### config.mk
export PLATFORM = sky130hd
export DESIGN_NAME = multicycle_main_fsm
export DESIGN_NICKNAME = d
export VERILOG_FILES = /design/src/rtl/arm_mc_pkg.sv /design/src/rtl/mc_state_decode.sv /design/src/rtl/multicycle_main_fsm.sv
export SDC_FILE = /design/constraint.sdc
export NUM_CORES = 1
export LEC_CHECK = 0
export ABC_AREA = 1
export BUFFER_PORTS_ARGS = -buffer_cell sky130_fd_sc_hd__buf_4
export CORE_AREA = 10 10 47 49
export DETAILED_ROUTE_END_ITERATION = 16
export DIE_AREA = 0 0 57 59
export GPL_TIMING_DRIVEN = 1
export PLACE_DENSITY = 0.75
export SYNTH_ARGS = -nofsm -noshare
export SYNTH_HDL_FRONTEND = slang
export SYNTH_HIERARCHICAL = 1
export SYNTH_SLANG_ARGS = --single-unit
export TNS_END_PERCENT = 100
### constraint.sdc
create_clock -name CLK -period 1.1 [get_ports CLK]
set_clock_uncertainty 0.2 [all_clocks]
set_input_delay 0.055 -clock CLK [delete_from_list [all_inputs] [get_ports CLK]]
set_output_delay 0.055 -clock CLK [all_outputs]
set_load 0.01 [all_outputs]
### src/rtl/arm_mc_pkg.sv
// Shared encodings for the multicycle ARM main control FSM.
// Holds state codes, datapath mux encodings, opcode classes and the control-field bundle.
package arm_mc_pkg;

  localparam int unsigned StFetch  = 0;
  localparam int unsigned StDecode = 1;
  localparam int unsigned StMemAdr = 2;
  localparam int unsigned StMemRd  = 3;
  localparam int unsigned StMemWb  = 4;
  localparam int unsigned StMemWr  = 5;
  localparam int unsigned StExecR  = 6;
  localparam int unsigned StExecI  = 7;
  localparam int unsigned StAluWb  = 8;
  localparam int unsigned StBranch = 9;

  localparam logic [1:0] SRCB_REG  = 2'b00;
  localparam logic [1:0] SRCB_IMM  = 2'b01;
  localparam logic [1:0] SRCB_FOUR = 2'b10;

  localparam logic [1:0] RES_ALUOUT    = 2'b00;
  localparam logic [1:0] RES_DATA      = 2'b01;
  localparam logic [1:0] RES_ALURESULT = 2'b10;

  localparam logic [1:0] OP_DP  = 2'b00;
  localparam logic [1:0] OP_MEM = 2'b01;
  localparam logic [1:0] OP_BR  = 2'b10;

  typedef struct packed {
    logic       adr_src;
    logic       alu_src_a;
    logic [1:0] alu_src_b;
    logic       alu_op;
    logic [1:0] result_src;
    logic       ir_write;
    logic       next_pc;
    logic       reg_w;
    logic       mem_w;
    logic       branch;
  } ctrl_t;

endpackage

### src/rtl/mc_state_decode.sv
// Combinational state-to-control-field table for the multicycle main FSM.
// Illegal state codes decode to an all-zero control bundle.
module mc_state_decode
  import arm_mc_pkg::*;
#(
  parameter int unsigned STATE_W = 4
) (
  input  logic [STATE_W-1:0] state_i,
  output ctrl_t              ctrl_o
);

  always_comb begin
    ctrl_o = '0;
    case (state_i)
      STATE_W'(StFetch): begin
        ctrl_o.alu_src_a  = 1'b1;
        ctrl_o.alu_src_b  = SRCB_FOUR;
        ctrl_o.result_src = RES_ALURESULT;
        ctrl_o.ir_write   = 1'b1;
        ctrl_o.next_pc    = 1'b1;
      end
      STATE_W'(StDecode): begin
        ctrl_o.alu_src_a  = 1'b1;
        ctrl_o.alu_src_b  = SRCB_FOUR;
        ctrl_o.result_src = RES_ALURESULT;
      end
      STATE_W'(StMemAdr): ctrl_o.alu_src_b = SRCB_IMM;
      STATE_W'(StMemRd):  ctrl_o.adr_src = 1'b1;
      STATE_W'(StMemWb): begin
        ctrl_o.result_src = RES_DATA;
        ctrl_o.reg_w      = 1'b1;
      end
      STATE_W'(StMemWr): begin
        ctrl_o.adr_src = 1'b1;
        ctrl_o.mem_w   = 1'b1;
      end
      STATE_W'(StExecR): begin
        ctrl_o.alu_src_b = SRCB_REG;
        ctrl_o.alu_op    = 1'b1;
      end
      STATE_W'(StExecI): begin
        ctrl_o.alu_src_b = SRCB_IMM;
        ctrl_o.alu_op    = 1'b1;
      end
      STATE_W'(StAluWb): begin
        ctrl_o.result_src = RES_ALUOUT;
        ctrl_o.reg_w      = 1'b1;
      end
      STATE_W'(StBranch): begin
        ctrl_o.alu_src_b  = SRCB_IMM;
        ctrl_o.result_src = RES_ALURESULT;
        ctrl_o.branch     = 1'b1;
      end
      default: ctrl_o = '0;
    endcase
  end

endmodule

### src/rtl/multicycle_main_fsm.sv
// Main control FSM for the multicycle ARM datapath: state register, sequencing, write gating.
// Optional MULTICYCLE_MEM_WAIT_EN adds MemReady to stall FETCH, MEMRD and MEMWR.
module multicycle_main_fsm
  import arm_mc_pkg::*;
#(
  parameter int unsigned STATE_W = 4
) (
  input  logic               CLK,
  input  logic               Reset,
  input  logic [1:0]         Op,
  input  logic [5:0]         Funct,
  input  logic [3:0]         Rd,
  input  logic               CondEx,
`ifdef MULTICYCLE_MEM_WAIT_EN
  input  logic               MemReady,
`endif
  output logic               IRWrite,
  output logic               AdrSrc,
  output logic               ALUSrcA,
  output logic [1:0]         ALUSrcB,
  output logic               ALUOp,
  output logic [1:0]         ResultSrc,
  output logic               PCWrite,
  output logic               RegWrite,
  output logic               MemWrite,
  output logic               InstrDone,
  output logic [STATE_W-1:0] State
);

  localparam logic [STATE_W-1:0] SFetch  = STATE_W'(StFetch);
  localparam logic [STATE_W-1:0] SDecode = STATE_W'(StDecode);
  localparam logic [STATE_W-1:0] SMemAdr = STATE_W'(StMemAdr);
  localparam logic [STATE_W-1:0] SMemRd  = STATE_W'(StMemRd);
  localparam logic [STATE_W-1:0] SMemWb  = STATE_W'(StMemWb);
  localparam logic [STATE_W-1:0] SMemWr  = STATE_W'(StMemWr);
  localparam logic [STATE_W-1:0] SExecR  = STATE_W'(StExecR);
  localparam logic [STATE_W-1:0] SExecI  = STATE_W'(StExecI);
  localparam logic [STATE_W-1:0] SAluWb  = STATE_W'(StAluWb);
  localparam logic [STATE_W-1:0] SBranch = STATE_W'(StBranch);

  logic [STATE_W-1:0] state_q, state_d;
  ctrl_t              ctrl;
  logic               mem_ready;
  logic               next_pc, pcs;
  logic               unused_funct;

`ifdef MULTICYCLE_MEM_WAIT_EN
  assign mem_ready = MemReady;
`else
  assign mem_ready = 1'b1;
`endif

  assign unused_funct = ^Funct[4:1];

  mc_state_decode #(
    .STATE_W (STATE_W)
  ) u_decode (
    .state_i (state_q),
    .ctrl_o  (ctrl)
  );

  always_ff @(posedge CLK) begin
    if (Reset) state_q <= SFetch;
    else       state_q <= state_d;
  end

  always_comb begin
    state_d = SFetch;
    case (state_q)
      SFetch:  state_d = mem_ready ? SDecode : SFetch;
      SDecode: begin
        case (Op)
          OP_MEM:  state_d = SMemAdr;
          OP_DP:   state_d = Funct[5] ? SExecI : SExecR;
          OP_BR:   state_d = SBranch;
          default: state_d = SFetch;
        endcase
      end
      SMemAdr: state_d = Funct[0] ? SMemRd : SMemWr;
      SMemRd:  state_d = mem_ready ? SMemWb : SMemRd;
      SMemWb:  state_d = SFetch;
      SMemWr:  state_d = mem_ready ? SFetch : SMemWr;
      SExecR:  state_d = SAluWb;
      SExecI:  state_d = SAluWb;
      SAluWb:  state_d = SFetch;
      SBranch: state_d = SFetch;
      default: state_d = SFetch;
    endcase
  end

  // Reset overrides every write strobe so an abandoned instruction leaves no trace.
  always_comb begin
    next_pc   = ctrl.next_pc & mem_ready;
    pcs       = (ctrl.reg_w & (Rd == 4'hF)) | ctrl.branch;
    IRWrite   = ~Reset & ctrl.ir_write & mem_ready;
    PCWrite   = ~Reset & (next_pc | (pcs & CondEx));
    RegWrite  = ~Reset & ctrl.reg_w & CondEx;
    MemWrite  = ~Reset & ctrl.mem_w & CondEx;
    InstrDone = ~Reset & ((state_q == SMemWb) | ((state_q == SMemWr) & mem_ready) |
                          (state_q == SAluWb) | (state_q == SBranch) |
                          ((state_q == SDecode) & (Op == 2'b11)));
    AdrSrc    = ctrl.adr_src;
    ALUSrcA   = ctrl.alu_src_a;
    ALUSrcB   = ctrl.alu_src_b;
    ALUOp     = ctrl.alu_op;
    ResultSrc = ctrl.result_src;
    State     = state_q;
  end

endmodule
==> impl_results.rst, run 1 <==
.. list-table::
   :header-rows: 1

   * - Metric
     - Value
   * - Number of standard cells after synthesis
     - 82
   * - Final standard cell area without fillers
     - 965 sq um
   * - Peak supply drop
     - a little under 0.0008 V
   * - Highest-count cells in the layout ignoring fill and taps
     - buf_4 (30), nand2_1 (15), nor2_1 (13), buf_6 (12), inv_1 (11)
   * - Count of nets after finishing
     - approximately 150
   * - Seq/Total Area, Yosys
     - 0.190
   * - Clock sink count
     - 4
   * - First-pass GRT wire length
     - ~2.7 mm
   * - Total wire length after detailed routing
     - 1.78 mm
   * - Placement Rows
     - 14
   * - Max_slew headroom
     - 0.874
   * - WP data required
     - 0.84 ns
   * - Antenna fix cells
     - 0
   * - Horiz. Die Dim
     - 57 um
   * - Max-slew violation count
     - 0
   * - Count of antenna-violating nets left after detailed routing
     - 0
   * - Initial cell density of the core
     - 0.300
   * - Clock-pin slew of the registers on the worst-case setup and hold paths
     - 0.04 ns
   * - Number of detailed-route iterations in the first pass
     - 4
   * - Buffer levels on the longest clock path
     - 2
   * - Fillcell total
     - 119
   * - Largest fanout of any net on the critical path
     - 4
   * - Chip height
     - between 50 and 60 um
   * - Root Buffer Master
     - clkbuf_4
   * - Number of nets produced by synthesis
     - 97
   * - Syn Area/Cell
     - 5.13 sq um
   * - Achievable clock frequency
     - between 600 and 700 MHz
   * - Gp weighted congestion
     - around 0.75
   * - Power density normalized to cell area
     - between 700 and 800 nW/um^2
   * - Largest net degree at the start of global routing
     - 7
   * - Final core occ
     - 0.688
   * - Worst hold margin
     - between 0.15 and 0.2 ns
   * - Static leakage
     - 0.488 nW
   * - Vias after detailed routing
     - 688
   * - Via count of the first global-routing pass
     - 668
   * - Crit end category
     - primary output
   * - Mean number of vias per cell
     - 4.62
   * - Clock Latency Late Sink
     - 0.24 ns
   * - Leading cell type in the layout, fill and taps excluded
     - buf_4
   * - Data arrival time of the critical path
     - approximately 1.3 ns
   * - Overflow left after global routing
     - 0
   * - Sum of net half-perimeters after detailed placement
     - between 1 and 1.5 mm
   * - Fraction of final layout cells with drive strength greater than 1
     - 0.571
   * - Final setup violation count
     - 19
   * - Number of synthesized register bits
     - 4
   * - Count of different cell masters after synthesis
     - 12
   * - Full die area
     - between 3000 and 4000 sq um
   * - Initial DRC count
     - 7
   * - Area post-placement
     - 749 sq um
   * - Clock tree from TritonCTS
     - done
   * - RSZ-0062 raised after global routing
     - yes
   * - Critical Path Start Type
     - flop
   * - Largest area contributor in the netlist
     - dfxtp_1
   * - Critical path cell sequence
     - nor2_2 > inv_1 > nor2_1 > inv_1 > nor2_2 > buf_4
   * - Post-detailed-route wirelength per cell
     - between 10 and 15 um
   * - Type of the setup path with the least slack
     - reg -> out
   * - DP Worst Slack
     - -0.165 ns
   * - H-Tree Depth
     - 1
   * - Largest cells by area after synthesis
     - dfxtp_1 (19%), nand2_1 (16%), nor2_1 (15%)
   * - Antenna violations before repair
     - 0
   * - Floorplan Core Area
     - 1400 sq um
   * - Post-synthesis instance area
     - 420 sq um
   * - Boundary Pins
     - 31
   * - Slowest cell delay on critical path
     - between 0.3 and 0.4 ns
   * - Worst-margin pin slew
     - about 0.19 ns
   * - Standard cell with the maximum stage delay on the critical path
     - dfxtp_4
   * - Class of the tightest hold or removal check
     - in -> out
   * - Largest register FFs
     - 4
   * - Number of max-cap violations
     - 0
   * - Clock period minus worst slack
     - ~1.5 ns
   * - Yosys warns
     - 6
   * - Number of design rule violations left after detail routing
     - 0
   * - Post-synthesis to final-layout area growth
     - 129%
   * - Share of Yosys cell area claimed by the top area cell type
     - 0.190
   * - Result of the run
     - complete, but fails checks
   * - Final count of hold timing violations
     - 0
   * - Least setup slack across all paths after layout
     - -0.433 ns
   * - Violated checks
     - setup timing
   * - Share of the clock period used by the worst path after layout
     - 1.39
   * - Tot GR Track Use
     - 0.0961
   * - Count of port buffers added during placement
     - 26
   * - Total clock buffers created by CTS
     - 3
[synth_stat cells]
master	n
a21oi_1	5
buf_4	1
dfxtp_1	4
inv_1	11
inv_2	6
nand2_1	18
nand3_1	11
nor2_1	17
nor2_2	5
nor2_4	1
o21ai_0	1
o21ai_1	2
[power by group]
group	internal (mW)	switching, mW
Sequential	0.153	0.0159
Clock	0.137	0.0708
Combinational	0.204	0.181
[kinds of logic (layout without fill, tap and decap cells)]
kind of cell,after synthesis,in the layout,share of synthesized area
and+or+nand+nor,52,52,0.545
DFF,4,4,0.190
buffers and inverters,18,69,0.170
AOI/OAI and AO/OA,8,8,0.0952
[layer usage]
layer,GRT usage,vias to the layer above,routed length [um]
li1,-,358,-
met1,0.0834,304,588
met2,0.195,22,1050
met3,0.0365,4,120
met4,0.0302,0,21
met5,0,-,0
[through the flow]
step	setup TNS (ns)	cells	power [mW]
after floorplan	-0.242	82	0.311
after global placement	-0.786	136	0.471
after detailed placement	-0.942	136	0.476
after CTS	-4.31	148	0.724
after global routing	-5.42	149	0.810
final	-4.34	149	0.761
[path summary, 6_finish.rpt]
path         startpoint  depth (start not counted)        end  slack, ns
max            State[3]                          6    IRWrite      -0.43
min               Reset                          3  InstrDone       0.20
max reg2reg    State[3]                          5   State[3]      -0.15
min reg2reg    State[0]                          2   State[0]       0.34
[area by class of cell]
| type | count | area, sq um | area share |
|---|---|---|---|
| inverter | 17 | 66.3 | 0.0687 |
| clock buffer | 4 | 26.3 | 0.0272 |
| multi-input combinational | 60 | 337 | 0.349 |
| sequential | 4 | 95.1 | 0.0986 |
| timing repair buffer | 48 | 420 | 0.436 |
| tap | 16 | 20.0 | 0.0208 |
[critical path, delay by kind of cell, from the launching register on]
kind	cells	cell delay, ns
buffers and inverters	3	0.30
DFF	1	0.35
and+or+nand+nor	3	0.38
[timing repair]
| action | CTS | global route |
|---|---|---|
| endpoints found under the setup margin | 20 | 20 |
| buffers inserted | 2 | 2 |
| pin swaps | 1 | 3 |
| resized for setup | 9 | 22 |
| hold buffers | 6 | 0 |
| hold endpoints to repair | 4 | 0 |
Note: power is estimated with default switching activity, not from simulation.
==> inputs of run 2 (changes only) <==
Settings changed: BUFFER_PORTS_ARGS -buffer_cell sky130_fd_sc_hd__buf_4 to -buffer_cell sky130_fd_sc_hd__buf_2.
==> run 2 against run 1 <==
Effect of this change: the flow still finishes with violations (setup timing); combinational power decreased by 3%; non-clock buffer count increased by 1; worst hold slack improved by 0.017 ns; register-to-register slack lost 0.11 ns; global-route usage is 0.69 points higher; final cell count rose by 0.67%; fmax grew 2.9%; total power shrank 0.52%; highest routed layer unchanged.
==> impl_results.rst, run 2 (same netlist as run 1, synthesis figures left out) <==
.. list-table::
   :header-rows: 1

   * - Metric
     - Value
   * - Largest net degree at the start of global routing
     - 7
   * - Power density normalized to cell area
     - 840 nW/um^2
   * - Overflow left after global routing
     - 0
   * - Violated checks
     - setup timing
   * - Sum of net half-perimeters after detailed placement
     - 1.23 mm
   * - Floorplan Core Area
     - 1400 sq um
   * - Total negative slack for setup checks
     - -4.93 ns
   * - Register-to-register path setup slack
     - -0.26 ns
   * - Largest register FFs
     - 4
   * - Standard cell with the maximum stage delay on the critical path
     - dfxtp_4
   * - Clock period minus worst slack
     - about 1.5 ns
   * - Crit end category
     - primary output
   * - Clock-pin slew of the registers on the worst-case setup and hold paths
     - 0.04 ns
   * - Fillcell total
     - 126
   * - Largest fanout of any net on the critical path
     - 4
   * - Mean number of vias per cell
     - 4.69
   * - Slowest cell delay on critical path
     - 0.37 ns
   * - Total power consumption of the routed design
     - 0.758 mW
   * - Boundary Pins
     - 31
   * - Tot GR Track Use
     - 0.103
   * - Buffer levels on the longest clock path
     - 2
   * - Horiz. Die Dim
     - 57 um
   * - Root Buffer Master
     - clkbuf_4
   * - Clock tree from TritonCTS
     - done
   * - Worst hold margin
     - 0.214 ns
   * - Leading cell type in the layout, fill and taps excluded
     - buf_2
   * - Number of design rule violations left after detail routing
     - 0
   * - Max-slew violation count
     - 0
   * - Count of antenna-violating nets left after detailed routing
     - 0
   * - Vias after detailed routing
     - 703
   * - Crit path max-delay family
     - simple AND/OR/NAND/NOR gates
   * - Share of the clock period used by the worst path after layout
     - 1.35
   * - Highest-count cells in the layout ignoring fill and taps
     - buf_2 (23), nand2_1 (16), nor2_1 (14), buf_6 (11), inv_1 (10)
   * - Static leakage
     - between 0.4 and 0.5 nW
   * - Data arrival time of the critical path
     - 1.23 ns
   * - Count of buffer and inverter cells on the critical path
     - 3
   * - Antenna violations before repair
     - 0
   * - Final count of hold timing violations
     - 0
   * - Initial DRC count
     - 6
   * - Placement Rows
     - 14
   * - Post-detailed-route wirelength per cell
     - 12.2 um
   * - Critical path cell sequence
     - inv_2 > nor2_4 > nor2_1 > nor2_1 > inv_1 > nor2_2 > nand2_1 > nand3_2 > buf_6
   * - Via count of the first global-routing pass
     - about 740
   * - Critical Path Start Type
     - flop
   * - Number of max-cap violations
     - 0
   * - Number of placed cells counting well taps
     - 136
   * - Post-synthesis to final-layout area growth
     - 115%
   * - Total clock buffers created by CTS
     - 3
   * - CP most frequent cell
     - nor2_1
   * - Fraction of final layout cells with drive strength greater than 1
     - 0.545
   * - Peak supply drop
     - 0.000803 V
   * - Chip height
     - 59 um
   * - H-Tree Depth
     - 1
   * - Count of port buffers added during placement
     - 26
   * - Clock Latency Late Sink
     - 0.25 ns
   * - Final standard cell count with taps included and fillers excluded
     - 150
   * - Max_slew headroom
     - 0.849
   * - Final core occ
     - 0.644
   * - Least setup slack across all paths after layout
     - -0.389 ns
   * - Type of the setup path with the least slack
     - reg -> out
   * - Clock sink count
     - 4
   * - Class of the tightest hold or removal check
     - in -> out
   * - WP data required
     - 0.84 ns
   * - Gp weighted congestion
     - 0.789
   * - Full die area
     - 3360 sq um
   * - RSZ-0062 raised after global routing
     - yes
   * - Final setup violation count
     - 20
   * - Achievable clock frequency
     - about 670 MHz
   * - Count of nets after finishing
     - 150
   * - First-pass GRT wire length
     - roughly 2.9 mm
   * - Result of the run
     - complete, but fails checks
   * - Worst-margin pin slew
     - 0.225 ns
   * - Initial cell density of the core
     - 0.300
   * - Total wire length after detailed routing
     - 1.83 mm
   * - Number of detailed-route iterations in the first pass
     - 4
   * - Antenna fix cells
     - 0
## run 2: cell types whose count changed in the layout (fill, tap and decap cells not counted), sizes merged
cell  change
buf       +1
## run 2: timing repair
item / in CTS / in global routing
buffers inserted: 3 / 2
gates resized for setup: 18 / 8
hold buffers: 6 / 0
pin swaps: 3 / 6
hold endpoints to repair: 4 / 0
endpoints found under the setup margin: 20 / 20
## run 2: cell type report
cell class	count	area [sq um]	share of cell area
repair buffers	49	367	0.406
flip-flops and latches	4	95.1	0.105
clock buffers	4	26.3	0.0291
multi-input cells	60	328	0.363
well taps	16	20.0	0.0222
inverters	17	66.3	0.0735
## run 2: worst register-to-register path: stages (launching register included)
cell     delay, ns
dfxtp_4       0.36
buf_4         0.16
nor2_4        0.12
buf_4         0.12
buf_6         0.10
nand3_1       0.08
a21oi_1       0.15
## run 2: worst paths after layout
path              cells after the start   endpoint      from
setup / recovery                      9    PCWrite  State[3]
hold / removal                        3  InstrDone     Reset
setup reg to reg                      6   State[1]  State[2]
hold reg to reg                       3   State[3]  State[1]
## run 2: per-stage QoR
stage	instance area [sq um]	setup WS, ns
2_1_floorplan	444	-0.138
3_3_place_gp	684	-0.128
3_5_place_dp	684	-0.145
4_1_cts	853	-0.388
5_1_grt	902	-0.483
6_report	902	-0.389
## run 2: power breakdown
group          leakage (nW)  switching, mW  internal [mW]  total, mW
sequential           0.0356         0.0187          0.153      0.172
combinational         0.421          0.181          0.193      0.374
clock                0.0150         0.0750          0.137      0.212
## run 2: per-layer routing
layer / part of all wire / GRT usage / wire [um]
met3: 0.066 / 0.0408 / 120
met4: 0.044 / 0.0671 / 80
met1: 0.31 / 0.0774 / 567
met2: 0.58 / 0.208 / 1060
met5: 0 / 0 / 0
==> inputs of run 3 (changes only) <==
Settings changed: SETUP_SLACK_MARGIN set to 0.15.
==> run 3 against run 2 <==
Effect of this change: the flow finishes with violations (hold timing, setup timing); non-clock buffer count decreased by 3; worst setup slack lost 0.0073 ns; register-to-register slack improved by 0.04 ns; final cell count is 2.7% lower; critical path depth is the same.
==> impl_results.rst, run 3 (same netlist as run 1, synthesis figures left out) <==
.. list-table::
   :header-rows: 1

   * - Metric
     - Value
   * - Result of the run
     - complete, but fails checks
   * - Violated checks
     - hold timing, setup timing
   * - Clock Latency Late Sink
     - 0.23 ns
   * - Global-route track usage on met1
     - 0.0836
   * - Share of the clock period used by the worst path after layout
     - 1.36
   * - Type of the setup path with the least slack
     - reg -> out
   * - Global-route layer with the greatest usage
     - met2
   * - Antenna violations before repair
     - 0
   * - Final setup violation count
     - 17
   * - Largest net degree at the start of global routing
     - 7
   * - Full die area
     - 3360 sq um
   * - Met3 track utilization from global routing
     - 0.0343
   * - Clock sink count
     - 4
   * - RSZ-0062 raised after global routing
     - yes
   * - Max_slew headroom
     - 0.878
   * - Mean number of vias per cell
     - ~4.5
   * - Number of detailed-route iterations in the first pass
     - 4
   * - Largest register FFs
     - 4
   * - Overflow left after global routing
     - 0
   * - Largest fanout of any net on the critical path
     - 4
   * - Initial cell density of the core
     - 0.300
   * - Total clock buffers created by CTS
     - 3
   * - Achievable clock frequency
     - 668 MHz
   * - Fillcell total
     - about 140
   * - End point of the critical path
     - PCWrite
   * - Highest-count cells in the layout ignoring fill and taps
     - buf_2 (20), nand2_1 (14), buf_4 (14), nor2_1 (13), buf_6 (12)
   * - Placement Rows
     - 14
   * - H-Tree Depth
     - 1
   * - Crit end category
     - primary output
   * - Worst-margin pin slew
     - 0.183 ns
   * - Total wire length after detailed routing
     - 1.57 mm
   * - Fraction of final layout cells with drive strength greater than 1
     - 0.623
   * - Via count of the first global-routing pass
     - about 660
   * - Least setup slack across all paths after layout
     - -0.397 ns
   * - Vias after detailed routing
     - 654
   * - Antenna fix cells
     - 0
   * - Leading cell type in the layout, fill and taps excluded
     - buf_2
   * - Boundary Pins
     - 31
   * - Worst hold margin
     - -0.122 ns
   * - Power density normalized to cell area
     - 805 nW/um^2
   * - Data arrival time of the critical path
     - between 1 and 1.5 ns
   * - Post-detailed-route wirelength per cell
     - 10.8 um
   * - Count of antenna-violating nets left after detailed routing
     - 0
   * - Peak supply drop
     - about 0.0009 V
   * - Clock period minus worst slack
     - roughly 1.5 ns
   * - Buffer levels on the longest clock path
     - 2
   * - Class of the tightest hold or removal check
     - in -> reg
   * - Clock tree from TritonCTS
     - done
   * - Gp weighted congestion
     - 0.781
   * - Critical R2R Capture
     - State[1]
   * - WP data required
     - 0.84 ns
   * - Tot GR Track Use
     - 0.0914
   * - Count of port buffers added during placement
     - 26
   * - Clock-pin slew of the registers on the worst-case setup and hold paths
     - 0.03 ns
   * - Number of cells traversed by the worst register-to-register path
     - 6
   * - Root Buffer Master
     - clkbuf_4
   * - Max-slew violation count
     - 0
   * - Count of nets after finishing
     - 147
   * - Register-to-register path setup slack
     - -0.22 ns
   * - Number of max-cap violations
     - 0
   * - Static leakage
     - about 0.47 nW
   * - Total negative slack for setup checks
     - -4.38 ns
   * - Floorplan Core Area
     - 1400 sq um
   * - Area post-placement
     - 726 sq um
   * - Critical Path Start Type
     - flop
   * - Sum of net half-perimeters after detailed placement
     - 1.26 mm
   * - Source of the worst register-to-register timing path
     - State[3]
   * - Global routing met2 resource utilization
     - 0.172
   * - Initial DRC count
     - 6
   * - Post-synthesis to final-layout area growth
     - 110%
   * - Chip height
     - 59 um
   * - Number of design rule violations left after detail routing
     - 0
   * - Horiz. Die Dim
     - 57 um
   * - Final count of hold timing violations
     - 4
   * - Final standard cell area without fillers
     - 881 sq um
   * - First-pass GRT wire length
     - 2.59 mm
   * - Startpoint of the worst setup timing path
     - State[3]
[run 3: layout make-up]
cell class                      count  area, sq um  area share
Clock buffer                        3         22.5      0.0256
Sequential cell                     4         95.1       0.108
Tap cell                           16         20.0      0.0227
Inverter                           17         71.3      0.0810
Multi-Input combinational cell     60          332       0.376
Timing Repair Buffer               46          340       0.386
[run 3: how the worst min path moves through the flow]
stage / start / to / slack [ns] / cells past startpoint
finish: Reset / State[1] / -0.12 / 2
global route: Reset / State[2] / -0.12 / 2
CTS: Reset / State[2] / -0.13 / 2
detailed placement: Reset / State[2] / 0.12 / 2
global placement: Reset / State[2] / 0.12 / 2
floorplan: Reset / State[1] / -0.09 / 1
[run 3: worst max-delay path, cell delays in order, from the launching register on]
cell and delay (ns):
dfxtp_4 0.38, inv_4 0.04, nor2_4 0.08, nor2_1 0.05, nor2_1 0.08, inv_1 0.05, nor2_2 0.09, nand2_1 0.07
nand3_2 0.07, buf_6 0.11
[run 3: timing repair]
action	in CTS	in global routing
hold endpoints to repair	4	4
buffers inserted	1	2
cloned	0	0
gates resized for setup	18	11
endpoints found under the setup margin	20	20
pin swaps	5	5
[run 3: power by group]
group | switching, mW | leakage (nW) | internal, mW
registers | 0.0226 | 0.0356 | 0.154
logic | 0.174 | 0.417 | 0.183
clock network | 0.0544 | 0.0138 | 0.122
total | 0.251 | 0.466 | 0.459
[run 3: through the flow]
step / power, mW / cells / util / hold WS [ns] / setup WS [ns]
finish: 0.709 / 146 / 0.629 / -0.122 / -0.397
global route: 0.775 / 146 / 0.629 / -0.120 / -0.500
CTS: 0.682 / 144 / 0.593 / -0.127 / -0.411
detailed placement: 0.451 / 140 / 0.518 / 0.120 / -0.176
global placement: 0.445 / 140 / 0.518 / 0.118 / -0.139
floorplan: 0.313 / 82 / - / -0.0856 / -0.138
[run 3: metal layers]
metal	vias to the layer above	routed length [um]
li1	347	-
met1	287	597
met2	16	877
met3	4	60
met4	0	37
met5	-	0
